## src/rtl/uart_pkg.sv

```systemverilog
// uart_pkg: definitions shared by the SmartHome UART transmit path.
//   tx_state_t      - transmitter frame states (PARITY only reached when
//                     UART_TX_PARITY_EN is defined)
//   UART_DATA_W     - payload width of one frame
//   UART_OVERSAMPLE - clken pulses per bit period
//   evenParity()    - even-parity bit for one payload byte
package uart_pkg;

  typedef enum logic [2:0] {
    IDLE,
    START,
    DATA,
    PARITY,
    STOP
  } tx_state_t;

  localparam int UART_DATA_W     = 8;
  localparam int UART_OVERSAMPLE = 16;

  // The even-parity bit makes the total count of ones in data+parity even,
  // which is simply the XOR reduction of the payload.
  function automatic logic evenParity(input logic [UART_DATA_W-1:0] b);
    return ^b;
  endfunction

endpackage

```

## src/rtl/tx_fifo.sv

```systemverilog
// tx_fifo: synchronous byte FIFO in front of the UART transmitter.
// Ports:
//   clk      in   system clock
//   rst_n    in   synchronous active-low reset, flushes the buffer
//   wr_en    in   write strobe; accepted only while not full
//   wr_data  in   byte to store
//   rd_en    in   pop strobe; ignored while empty
//   rd_data  out  byte at the head (valid while count != 0)
//   full     out  registered, buffer holds DEPTH entries
//   count    out  registered number of stored entries
module tx_fifo #(
  parameter int DEPTH = 4,
  parameter int WIDTH = 8
) (
  input  logic                     clk,
  input  logic                     rst_n,
  input  logic                     wr_en,
  input  logic [WIDTH-1:0]         wr_data,
  input  logic                     rd_en,
  output logic [WIDTH-1:0]         rd_data,
  output logic                     full,
  output logic [$clog2(DEPTH):0]   count
);

  localparam int AW = $clog2(DEPTH);
  localparam int CW = AW + 1;

  logic [WIDTH-1:0] mem_q [DEPTH];
  logic [AW-1:0]    wrPtr_q, rdPtr_q;
  logic [CW-1:0]    count_q, count_d;
  logic             full_q, full_d;
  logic             wrFire, rdFire;

  // A write into a full buffer is rejected even if a pop happens in the
  // same cycle; pointers wrap for free because DEPTH is a power of two.
  always_comb begin
    wrFire  = wr_en & ~full_q;
    rdFire  = rd_en & (count_q != '0);
    count_d = count_q;
    unique case ({wrFire, rdFire})
      2'b10:   count_d = count_q + CW'(1);
      2'b01:   count_d = count_q - CW'(1);
      default: count_d = count_q;
    endcase
    full_d = (count_d == CW'(DEPTH));
  end

  always_ff @(posedge clk) begin
    if (!rst_n) begin
      wrPtr_q <= '0;
      rdPtr_q <= '0;
      count_q <= '0;
      full_q  <= 1'b0;
    end else begin
      if (wrFire) wrPtr_q <= wrPtr_q + AW'(1);
      if (rdFire) rdPtr_q <= rdPtr_q + AW'(1);
      count_q <= count_d;
      full_q  <= full_d;
    end
  end

  // Storage needs no reset: a flush only has to clear the occupancy state.
  always_ff @(posedge clk) begin
    if (wrFire) mem_q[wrPtr_q] <= wr_data;
  end

  assign rd_data = mem_q[rdPtr_q];
  assign full    = full_q;
  assign count   = count_q;

endmodule

```

## src/rtl/uart_frame_tx.sv

```systemverilog
// uart_frame_tx: buffered 8N1 UART transmitter driven by the 16x baud enable.
// Define UART_TX_PARITY_EN to compile in an even-parity bit (8E1 frames).
// Ports:
//   clk       in   system clock
//   rst_n     in   synchronous active-low reset
//   clken     in   oversampling enable, OVERSAMPLE pulses per bit
//   data      in   byte to queue
//   wr_en     in   write strobe, taken when not full
//   full      out  FIFO holds FIFO_DEPTH bytes
//   count     out  bytes queued, excluding the one being sent
//   overflow  out  sticky, a write was attempted while full
//   busy      out  frame in progress or bytes queued
//   tx        out  registered serial line, idle high
module uart_frame_tx
  import uart_pkg::*;
#(
  parameter int FIFO_DEPTH = 4,
  parameter int OVERSAMPLE = UART_OVERSAMPLE
) (
  input  logic                          clk,
  input  logic                          rst_n,
  input  logic                          clken,
  input  logic [UART_DATA_W-1:0]        data,
  input  logic                          wr_en,
  output logic                          full,
  output logic [$clog2(FIFO_DEPTH):0]   count,
  output logic                          overflow,
  output logic                          busy,
  output logic                          tx
);

  localparam int TICK_W = (OVERSAMPLE > 1) ? $clog2(OVERSAMPLE) : 1;

  tx_state_t              state_q, state_d;
  logic [TICK_W-1:0]      tickCnt_q, tickCnt_d;
  logic [2:0]             bitCnt_q, bitCnt_d;
  logic [UART_DATA_W-1:0] shiftReg_q, shiftReg_d;
  logic                   tx_q, tx_d;
  logic                   overflow_q, overflow_d;
`ifdef UART_TX_PARITY_EN
  logic                   parity_q, parity_d;
`endif

  logic                        pop;
  logic                        bitDone;
  logic [UART_DATA_W-1:0]      fifoData;
  logic                        fifoFull;
  logic [$clog2(FIFO_DEPTH):0] fifoCount;

  tx_fifo #(
    .DEPTH (FIFO_DEPTH),
    .WIDTH (UART_DATA_W)
  ) u_fifo (
    .clk     (clk),
    .rst_n   (rst_n),
    .wr_en   (wr_en),
    .wr_data (data),
    .rd_en   (pop),
    .rd_data (fifoData),
    .full    (fifoFull),
    .count   (fifoCount)
  );

  // A bit ends on the clk edge that consumes its OVERSAMPLE-th clken pulse.
  assign bitDone = clken && (tickCnt_q == TICK_W'(OVERSAMPLE - 1));

  // Next-state logic. A pop always restarts the frame from START with a
  // fresh tick count, whether it comes from IDLE or straight out of STOP
  // (which is what makes queued frames go out back-to-back). The line
  // level is derived from the next state so tx can be a plain register.
  always_comb begin
    state_d    = state_q;
    tickCnt_d  = tickCnt_q;
    bitCnt_d   = bitCnt_q;
    shiftReg_d = shiftReg_q;
    overflow_d = overflow_q | (wr_en & fifoFull);
    pop        = 1'b0;
`ifdef UART_TX_PARITY_EN
    parity_d   = parity_q;
`endif

    if (clken) tickCnt_d = bitDone ? '0 : tickCnt_q + TICK_W'(1);

    unique case (state_q)
      IDLE: begin
        if (fifoCount != '0) pop = 1'b1;
      end
      START: begin
        if (bitDone) state_d = DATA;
      end
      DATA: begin
        if (bitDone) begin
          shiftReg_d = shiftReg_q >> 1;
          if (bitCnt_q == 3'd7) begin
            bitCnt_d = 3'd0;
`ifdef UART_TX_PARITY_EN
            state_d  = PARITY;
`else
            state_d  = STOP;
`endif
          end else begin
            bitCnt_d = bitCnt_q + 3'd1;
          end
        end
      end
`ifdef UART_TX_PARITY_EN
      PARITY: begin
        if (bitDone) state_d = STOP;
      end
`endif
      STOP: begin
        if (bitDone) begin
          if (fifoCount != '0) pop = 1'b1;
          else                 state_d = IDLE;
        end
      end
      default: state_d = IDLE;
    endcase

    if (pop) begin
      state_d    = START;
      shiftReg_d = fifoData;
      tickCnt_d  = '0;
`ifdef UART_TX_PARITY_EN
      parity_d   = evenParity(fifoData);
`endif
    end

    unique case (state_d)
      START:   tx_d = 1'b0;
      DATA:    tx_d = shiftReg_d[0];
`ifdef UART_TX_PARITY_EN
      PARITY:  tx_d = parity_d;
`endif
      default: tx_d = 1'b1;
    endcase
  end

  always_ff @(posedge clk) begin
    if (!rst_n) begin
      state_q    <= IDLE;
      tickCnt_q  <= '0;
      bitCnt_q   <= 3'd0;
      shiftReg_q <= '0;
      tx_q       <= 1'b1;
      overflow_q <= 1'b0;
`ifdef UART_TX_PARITY_EN
      parity_q   <= 1'b0;
`endif
    end else begin
      state_q    <= state_d;
      tickCnt_q  <= tickCnt_d;
      bitCnt_q   <= bitCnt_d;
      shiftReg_q <= shiftReg_d;
      tx_q       <= tx_d;
      overflow_q <= overflow_d;
`ifdef UART_TX_PARITY_EN
      parity_q   <= parity_d;
`endif
    end
  end

  assign tx       = tx_q;
  assign overflow = overflow_q;
  assign full     = fifoFull;
  assign count    = fifoCount;
  assign busy     = (state_q != IDLE) || (fifoCount != '0);

endmodule
```

## config.mk

```make
export PLATFORM = sky130hd
export DESIGN_NAME = uart_frame_tx
export DESIGN_NICKNAME = d
export VERILOG_FILES = /design/src/rtl/uart_pkg.sv /design/src/rtl/tx_fifo.sv /design/src/rtl/uart_frame_tx.sv
export SDC_FILE = /design/constraint.sdc
export NUM_CORES = 1
export LEC_CHECK = 0
export ABC_AREA = 0
export BUFFER_PORTS_ARGS = -buffer_cell sky130_fd_sc_hd__buf_4
export CORE_ASPECT_RATIO = 0.5
export CORE_MARGIN = 2
export CORE_UTILIZATION = 30
export DETAILED_ROUTE_END_ITERATION = 12
export PLACE_DENSITY = 0.57
export SETUP_SLACK_MARGIN = 0.05
export SLEW_MARGIN = 10
export SYNTH_ARGS = -nofsm -noshare
export SYNTH_HDL_FRONTEND = slang
export SYNTH_HIERARCHICAL = 1
export SYNTH_SLANG_ARGS = --single-unit
```

## constraint.sdc

```tcl
create_clock -name clk -period 2.9 [get_ports clk]
set_clock_uncertainty 0.15 [all_clocks]
set_input_delay 0.145 -clock clk [delete_from_list [all_inputs] [get_ports clk]]
set_output_delay 0.145 -clock clk [all_outputs]
set_load 0.01 [all_outputs]
```

After elaboration in Yosys (flattened, before gate mapping)

Memories as Yosys holds them, arrays and structs flattened. A register that Yosys moved wholly into a read port is not among the register bits.
Cells that the tools add are included.

Register bits after elaboration: 28
Memory bits (writable): 32
Input bits: 12
Output and inout bits: 7
Word-level logic and storage cells: 65
Memories: 1

Memories:

| name         | words | width | rd ports | clocked after memory_dff | wr ports | RTL line      | source |
|---|---|---|---|---|---|---|---|
| u_fifo.mem_q | 4     | 8     | 1        | 1                        | 1        | tx_fifo.sv:28 | `logic [WIDTH-1:0] mem_q [DEPTH];` |

$add $sub $neg: 6
Equality and inequality tests: 10
Muxes and demuxes: 21
Bitwise operators: 6
Reduce and logical (&&, ||, !) cells: 10

Operator list:

| operator              | count |
|---|---|
| $mux W8               | 3 |
| $mux W3               | 7 |
| $pmux W3 S4           | 1 |
| $eq A3 B3 Y1 const B  | 3 |
| $add A3 B1 Y3 const B | 2 |
| $eq A3 B1 Y1 const B  | 2 |
| $eq A3 B2 Y1 const B  | 2 |
| $pmux W3 S2           | 1 |
| $reduce_bool A3 Y1    | 2 |
| $add A2 B1 Y2 const B | 2 |
| $add A4 B1 Y4 const B | 1 |
| $eq A4 B4 Y1 const B  | 1 |
| $mux W1               | 4 |
| $mux W2               | 2 |
| $mux W4               | 1 |
| $pmux W1 S2           | 2 |
| $reduce_and A2 Y1     | 2 |
| $reduce_bool A2 Y1    | 2 |
| $and A1 B1 Y1         | 3 |
| $logic_not A3 Y1      | 1 |
| $sub A3 B1 Y3 const B | 1 |
| $eq A2 B1 Y1 const B  | 1 |
| $eq A2 B2 Y1 const B  | 1 |
| $not A1 Y1            | 2 |
| 4 further kinds       | 4 |

Depth between registers and ports, before layout

Gate-level depths: netlist (run 1).

Depth in word-level cells: 8
Gate-level depth with buffers: 11
Gate-level depth less buffers: 11

Hierarchy

The synthesis (run 1) kept the hierarchy.

By module, submodules not included:

| module        | times used | cells an instance | area an instance (µm²) | sequential area each (µm²) |
|---|---|---|---|---|
| tx_fifo       | 1          | 93                | 1661.6                 | 1161.1 |
| uart_frame_tx | 1          | 107               | 920.9                  | 400.4 |

Least setup slack after synthesis (run 1)

Ideal clock, no wire load.

Path kind: reg2reg
From: register tickCnt_q[0]
To: register u_fifo.full_q (netlist: u_fifo/full)
Library setup time: 66 ps
Arrival: 2856 ps
Data required time: 2684 ps
Setup slack: -172 ps
Stages on the path, launching flop included: 12
Buffers on the path: 0
Period minus slack after synthesis: 3072 ps
Path through: dfxtp_1 > ha_1 > nand4_4 > a2111o_1 > inv_1 > o31a_1 > ha_1 > inv_1 > fa_1 > xor2_1 > or4b_4 > a21oi_2

Longest elaborated chain between the ends: 8
Elaborated cells between the ends (all ways): 9
Those cells by class: 4 x eq/ne; 3 x mux; 1 x bitwise; 1 x reduce/logical

RTL lines:

| element                                      | RTL line             | source |
|---|---|---|
| start, declared                              | uart_frame_tx.sv:35  | `logic [TICK_W-1:0] tickCnt_q, tickCnt_d;` |
| start signal, assigned                       | uart_frame_tx.sv:152 | `tickCnt_q <= tickCnt_d;` |
| $eq A4 B4 Y1 *                               | uart_frame_tx.sv:65  | `assign bitDone = clken && (tickCnt_q == TICK_W'(OVERSAMPLE - 1));` |
| $logic_and A1 B1 Y1 *                        | uart_frame_tx.sv:65  |  |
| $mux W1 *                                    | uart_frame_tx.sv:112 | `if (bitDone) begin` |
| $pmux W1 S2 *                                | uart_frame_tx.sv:84  | `unique case (state_q)` |
| named net pop                                | uart_frame_tx.sv:44  | `logic pop;` |
| $and A1 B1 Y1 *                              | tx_fifo.sv:38        | `rdFire = rd_en & (count_q != '0);` |
| named net u_fifo.rdFire                      | tx_fifo.sv:32        | `logic wrFire, rdFire;` |
| $eq A2 B1 Y1 or $eq A2 B2 Y1 (tied branches) | tx_fifo.sv:40        | `unique case ({wrFire, rdFire})` |
| $pmux W3 S2 *                                | tx_fifo.sv:40        |  |
| $eq A3 B3 Y1 *                               | tx_fifo.sv:45        | `full_d = (count_d == CW'(DEPTH));` |
| end signal, assigned                         | tx_fifo.sv:58        | `full_q <= full_d;` |
| end, declared                                | tx_fifo.sv:31        | `logic full_q, full_d;` |

Mark *: on every way through the listed nets, which the timed path passes. The rest lies on a longest branch.
A chain may end at the register's enable or synchronous reset.

Final worst setup path (run 1)

From: input port clken
To: register u_fifo.full_q (netlist: u_fifo/full)

Longest elaborated chain between the ends: 7
Elaborated cells between the ends (all ways): 8
Those cells by class: 3 x eq/ne; 3 x mux; 1 x bitwise; 1 x reduce/logical

RTL lines:

| element                                      | RTL line             | source |
|---|---|---|
| start, declared                              | uart_frame_tx.sv:22  | `input logic clken,` |
| $logic_and A1 B1 Y1 *                        | uart_frame_tx.sv:65  |  |
| $mux W1 *                                    | uart_frame_tx.sv:112 |  |
| $pmux W1 S2 *                                | uart_frame_tx.sv:84  |  |
| named net pop                                | uart_frame_tx.sv:44  |  |
| $and A1 B1 Y1 *                              | tx_fifo.sv:38        |  |
| named net u_fifo.rdFire                      | tx_fifo.sv:32        |  |
| $eq A2 B1 Y1 or $eq A2 B2 Y1 (tied branches) | tx_fifo.sv:40        |  |
| $pmux W3 S2 *                                | tx_fifo.sv:40        |  |
| $eq A3 B3 Y1 *                               | tx_fifo.sv:45        |  |

Marks and branches as above.

==> impl_results.md, run 1 <==
* Crit path max fanout at 6
* Multiplexer area fraction after synthesis at between 8 and 9%
* Vias in the first global route at 1813
* Clock transition at the registers of the reported paths at approximately 0.06 ns
* Die area at 0.00941 mm²
* Max Slew Vio Count at 0
* Sw power at between 0.0008 and 0.0009 W
* Total Nets Final at 265
* Hold Vio Cnt, Final at 0
* Reg2reg end: u_fifo/full
* Filler Cell Count at 784
* Vias per Instance at between 4 and 5
* Setup violators final at 0
* Via count at approximately 1.7k
* Sw Ratio at between 20 and 30%
* Largest net degree at the start of global routing at 26
* Synth area leader: edfxtp_1
* Post-Synth Adder-Cell Area at 4.65%
* Slew @ Worst Pin at ~0.59 ns
* Number of diodes at 0
* Post-Synth XOR/XNOR Area at 2.03%
* Cell Count, Final, Fillers Out at approximately 360
* Max Cap Violations at 0
* Max_slew headroom at about 61%
* Cell area after layout at approximately 0.0033 mm²
* Top FF cell, synth: edfxtp_1
* Fin util at just over 40%
* Port Buffers at 18
* Register-to-Register Setup Slack at 0.10 ns
* Register Area at 0.00157 mm²
* Num CTS Buffers at 9
* Internal at 0.00207 W
* Synth async-reset ratio at 0%
* WL per Instance at approximately 14 µm
* All-Layer GR Usage at between 10% and 20%
* Pwr/cell area at between 800 and 900 mW/mm²
* Period utilisation layout at 96.9%
* Sequential Power Share at about 41%
* Min-Delay Startpoint: rst_n
* Global-route wire length before repair at between 8000 and 9000 µm
* Worst Path Required at ~3 ns
* Pre-CTS setup slack at roughly 0.022 ns
* Post-Syn Nets at ~220
* Clk pwr share at between 30% and 40%
* DRT Pass-1 Iters at 4
* Tmin final at 2.81 ns
* DP HPWL at 3260 µm
* DIE HEIGHT at 69.6 µm
* Multi-input gate area at ~970 µm²
* Cells after Synth at 200
* Root Buffer: clkbuf_16
* Crit. End Element: register
* Yosys cell types at 44
* Gate power share at a little over a quarter
* Routed Antenna Nets at 0
* CP Launch Type: input pin
* CP arrival at approximately 2.9 ns
* Die X at about 140 µm
* Complex-gate fraction of the synthesized area at under 10%
* TritonCTS clock tree: yes
* Area delta synth->final at 28.9%
* I/O Pins at 19
* Synth area leaders: edfxtp_1 37%, dfxtp_1 23%, mux4_2 7.0%
* Drt initial violations at 68
* Cell area after synthesis at around 0.0026 mm²
* RSZ-0062 raised after global routing: true
* GRT overflow at 0
* Avg Cell Area, Syn at ~13 µm²
* Worst Setup SP: clken
* Total power at ~0.003 W
* Status: finished clean
* Synth Register Bits at 62
* Crit path to: u_fifo/full
* EDFF count, synth at 32
* HP Class: in -> reg
* Register area share after synthesis at roughly three fifths
* Clk sinks at slightly above 60
* Crit path kind: in -> reg
* Maximum ir drop on the vdd rail at roughly 340 µV
* Top-area cell type share of the netlist area at between 30% and 40%
* FMAX at between 300 and 400 MHz
* Main combinational cell family by area after synthesis: simple AND/OR/NAND/NOR gates
* CTS max path bufs at 2
* Leakage power at 1.20 nW
* Placed Area at 0.00289 mm²
* Core area at 0.00817 mm²
* # DRC at 0
* Effective utilization at floorplan at between 30% and 40%
* Number of H-tree levels at 3
* Reg2Reg Launch Point: tickCnt_q[1]
* Synth Area in Simple Gates at between 10% and 20%
* Initial antenna violation count at 0
* Share of layout cells above drive strength 1 at approximately 28%
* Inst Count DP at 328
* PnR worst setup slack at roughly 0.091 ns
* R2R cell count at 11
* Routed wire length at around 5100 µm
* Synth warn at 6
* Gp weighted congestion at around 0.74
* Clk Latency, worst-skew pair at around 0.33 ns
* Row count at 23
[cell usage in the layout, fill, tap and decap left out, types with 5 or more instances in the layout]
cell           count
edfxtp_1          32
buf_4             31
dfxtp_1           28
nand2_1           25
dlygate4sd3_1     10
clkbuf_16          9
inv_1              8
mux4_2             8
a31oi_1            7
and2_1             7
a21oi_1            6
ha_1               6
mux2i_1            5
o21ai_0            5
nor2b_1            5
clkinvlp_4         5
[sequential cells by signal, summed over array words and instances, names as in the netlist, named ones only]
signal          count
bitCnt_q            3
overflow            1
shiftReg_q          8
state_q             3
tickCnt_q           4
tx                  1
u_fifo/count        3
u_fifo/full         1
u_fifo/mem_q       32
u_fifo/rdPtr_q      2
u_fifo/wrPtr_q      2
[Yosys cell counts, drive strengths merged, types with 2 or more instances]
cell type and n:
dfxtp 30, ha 8, nor3 3, xor2 2, and4 2, inv 10, o21ai 9, a21oi 7
mux2i 5, edfxtp 32, a21boi 4, or3 3, nor2 4, nand4 2, nand3 2, mux4 8
nand2 25, clkbuf 4, buf 4, a31oi 7, and2 7, xnor2 4, nor2b 5
[power groups by stage]
stage	Sequential (W)	Clock, W	Combinational, W
detailed placement	0.00122	0	0.000698
global placement	0.00121	0	0.000677
global route	0.00123	0.00105	0.000861
CTS	0.00120	0.000998	0.000754
finish	0.00120	0.000974	0.000768
floorplan	0.00119	0	0.000487
[logic make-up (layout without fill, tap and decap cells)]
kind of cell / after synthesis / count (layout)
AOI/OAI and AO/OA: 34 / 34
xor gates and xnor gates: 6 / 6
adders and majority gates: 9 / 9
buffers and inverters: 18 / 67
DFF: 62 / 62
muxes: 13 / 13
and+or+nand+nor: 58 / 58
[per-layer routing]
| layer | global-route usage (%) | wire, µm | vias up |
|---|---|---|---|
| li1 | - | - | 819 |
| met1 | 14.3 | 2360 | 827 |
| met5 | 0 | 0 | - |
| met4 | 4.86 | 63 | 0 |
| met3 | 4.61 | 157 | 5 |
| met2 | 19.9 | 2490 | 20 |
[timing repair]
action | 4_1_cts | 5_1_grt
pin swaps | 3 | 1
endpoints found under the setup margin | 1 | 2
resized for setup | 2 | 2
hold buffers | 10 | 0
cloned | 0 | 0
hold endpoints to repair | 35 | 0
buffers inserted | 5 | 2
[worst max-delay path, stage by stage]
cell and delay, ns:
dlygate4sd3_1 0.54, buf_4 0.16, nand4_4 0.10, a2111o_1 0.41, inv_2 0.07, o31a_1 0.16
ha_2 0.20, inv_2 0.04, fa_2 0.34, xor2_2 0.15, or4b_4 0.49, a21oi_2 0.12
[worst min path at each step]
| stage | endpoint | slack, ns | cells past startpoint |
|---|---|---|---|
| floorplan | u_fifo/mem_q[0][0] | 0.09 | 0 |
| global placement | u_fifo/mem_q[0][4] | 0.19 | 1 |
| detailed placement | u_fifo/mem_q[2][4] | 0.20 | 1 |
| CTS | u_fifo/count[1] | 0.04 | 3 |
| global route | u_fifo/count[1] | 0.05 | 3 |
| finish | shiftReg_q[2] | 0.05 | 3 |
[metrics by stage]
step / hold WS (ns) / setup TNS [ns]
after floorplan: 0.0939 / 0
after global placement: 0.194 / 0
after detailed placement: 0.200 / 0
after CTS: 0.0394 / 0
after global routing: 0.0506 / -0.0335
final: 0.0457 / 0
[area by class of cell]
class,count,area share [%]
Inverter,10,1.13
Clock buffer,9,6.77
Multi-Input combinational cell,120,29.2
Tap cell,112,4.21
Timing Repair Buffer,41,10.0
Sequential cell,62,47.1
Clock inverter,7,1.54
(Power assumes the default switching activity.)
==> run 2, diff against run 1 <==
Settings changed: CORE_UTILIZATION 30 to 40, PLACE_DENSITY 0.57 to default.
==> run 2 against run 1 <==
Compared with the run above: non-clock buffer count unchanged; clock-buffer cell count unchanged; first-iteration DRC count decreased by 10%; global-route usage increased by 3.2 points; fmax decreased by 0.36%; largest power group unchanged; utilization increased by 13 points; routed wire length decreased by 5.4%; critical path depth unchanged; worst setup slack got worse by 0.010 ns; power decreased by 1.5%; flip-flop and latch count unchanged; die area decreased by 24%.
==> impl_results.md, run 2 (synthesis gave the netlist of run 1 again) <==
* WL per Instance at about 14 µm
* Crit path to: u_fifo/full
* Initial antenna violation count at 0
* HP Class: in -> reg
* Setup TNS at 0 ns
* Register-to-Register Setup Slack at 0.08 ns
* Pre-CTS setup slack at between 0.01 and 0.015 ns
* Filler Cell Count at about 530
* Crit path kind: in -> reg
* Max Slew Vio Count at 0
* Vias in the first global route at between 1.5k and 2k
* Drt initial violations at between 60 and 70
* Effective utilization at floorplan at 42.0%
* RSZ-0062 raised after global routing: true
* Reg2Reg Launch Point: tickCnt_q[0]
* DIE HEIGHT at between 60 and 70 µm
* TritonCTS clock tree: yes
* # DRC at 0
* R2R cell count at 11
* Most frequent cells in the layout: 32 x edfxtp_1, 31 x buf_4, 28 x dfxtp_1
* Global-route wire length before repair at around 8000 µm
* Gp weighted congestion at 0.836
* Routed wire length at approximately 4800 µm
* Worst Setup SP: clken
* Routed Antenna Nets at 0
* I/O Pins at 19
* Period utilisation layout at a little over nine tenths
* Port Buffers at 18
* Number of flip-flops in the largest register at 32
* Via count at between 1.5k and 2k
* Clk sinks at 62
* Largest net degree at the start of global routing at 26
* Root Buffer: clkbuf_16
* Max Cap Violations at 0
* Most common cell after layout, fill and taps aside: edfxtp_1
* Crit. End Element: register
* Num CTS Buffers at 9
* Leakage power at 1.21 nW
* Number of diodes at 0
* Die X at roughly 120 µm
* Vias per Instance at 4.92
* Status: finished clean
* Crit path max fanout at 6
* Maximum ir drop on the vdd rail at 264 µV
* Hold Vio Cnt, Final at 0
* FMAX at roughly 350 MHz
* All-Layer GR Usage at between 15 and 20%
* Number of H-tree levels at 3
* Clk Latency, worst-skew pair at around 0.32 ns
* Area delta synth->final at 27.0%
* Placed Area at between 0.002 and 0.003 mm²
* Core area at ~0.0062 mm²
* Multi-input gate area at just under 0.001 mm²
* Total Nets Final at around 270
* Slew @ Worst Pin at between 0.5 and 0.6 ns
* Largest reg by FF count: u_fifo/mem_q
* Setup violators final at 0
* Die area at about 0.0072 mm²
* Reg2reg end: u_fifo/full
* DP HPWL at around 3000 µm
* Register Area at between 0.0015 and 0.002 mm²
* CP arrival at between 2 and 3 ns
* Max_slew headroom at 61.3%
* CTS max path bufs at 2
* Cell area after layout at between 0.003 and 0.004 mm²
* Tmin final at ~2.8 ns
* Row count at 20
* Largest regs: u_fifo/mem_q x32, shiftReg_q x8, tickCnt_q x4
* DRT Pass-1 Iters at 4
* GRT overflow at 0
* PnR worst setup slack at around 0.080 ns
* Pwr/cell area at about 880 mW/mm²
* Share of layout cells above drive strength 1 at a little over a quarter
* Clock transition at the registers of the reported paths at roughly 0.050 ns
* Worst Path Required at approximately 3.0 ns
* CP Launch Type: input pin
[run 2: cell count changes in the layout (fill, tap and decap cells not counted), sizes merged]
cell,before,now
clkinv,2,5
clkinvlp,5,2
[run 2: how the worst min path moves through the flow]
stage	start	endpoint	slack (ns)	cells after the start
finish	rst_n	u_fifo/count[1]	0.05	3
global route	rst_n	shiftReg_q[7]	0.06	2
CTS	rst_n	u_fifo/count[1]	0.04	3
detailed placement	data[4]	u_fifo/mem_q[2][4]	0.20	1
global placement	data[1]	u_fifo/mem_q[0][1]	0.20	1
floorplan	data[0]	u_fifo/mem_q[0][0]	0.09	0
[run 2: stage by stage]
step | hold slack, ns | std cells | util (%) | power (W)
6_report | 0.0503 | 337 | 53.3 | 0.00290
5_1_grt | 0.0612 | 337 | 53.3 | 0.00308
4_1_cts | 0.0396 | 334 | 52.9 | 0.00290
3_5_place_dp | 0.203 | 303 | 46.3 | 0.00190
3_3_place_gp | 0.197 | 303 | 46.3 | 0.00187
2_1_floorplan | 0.0939 | 200 | - | 0.00167
[run 2: cell type report]
type / instances / area share, %
multi-input combinational: 120 / 29.4
tap: 88 / 3.36
clock inverter: 7 / 1.26
inverter: 10 / 1.14
timing repair buffer: 41 / 10.1
sequential: 62 / 47.8
clock buffer: 9 / 6.86
[run 2: routing by layer]
layer / GRT usage [%] / routed length (µm) / up-vias / part of all wire (%)
met2: 25.0 / 2270 / 30 / 47
met3: 6.39 / 202 / 4 / 4.2
met1: 18.1 / 2280 / 804 / 48
met4: 7.06 / 37 / 0 / 0.77
li1: - / - / 819 / -
met5: 0 / 0 / - / 0
[run 2: repair_timing]
action | 4_1_cts | 5_1_grt
hold buffers | 10 | 0
gates resized for setup | 2 | 0
setup endpoints to repair | 2 | 2
pin swaps | 3 | 2
hold endpoints to repair | 34 | 0
buffers inserted | 5 | 3
[run 2: worst max-delay path, cell delays in order]
cell and delay (ns):
dlygate4sd3_1 0.53, buf_4 0.15, nand4_4 0.10, a2111o_1 0.41
inv_2 0.07, o31a_1 0.16, ha_2 0.19, inv_1 0.06
fa_2 0.34, xor2_1 0.16, or4b_4 0.49, a21oi_2 0.12
[run 2: where the power goes]
group	total (W)	switching [W]	internal, W
combinational	0.000765	0.000365	0.000400
clock	0.000940	0.000371	0.000569
sequential	0.00120	0.000107	0.00109
total	0.00290	0.000844	0.00206
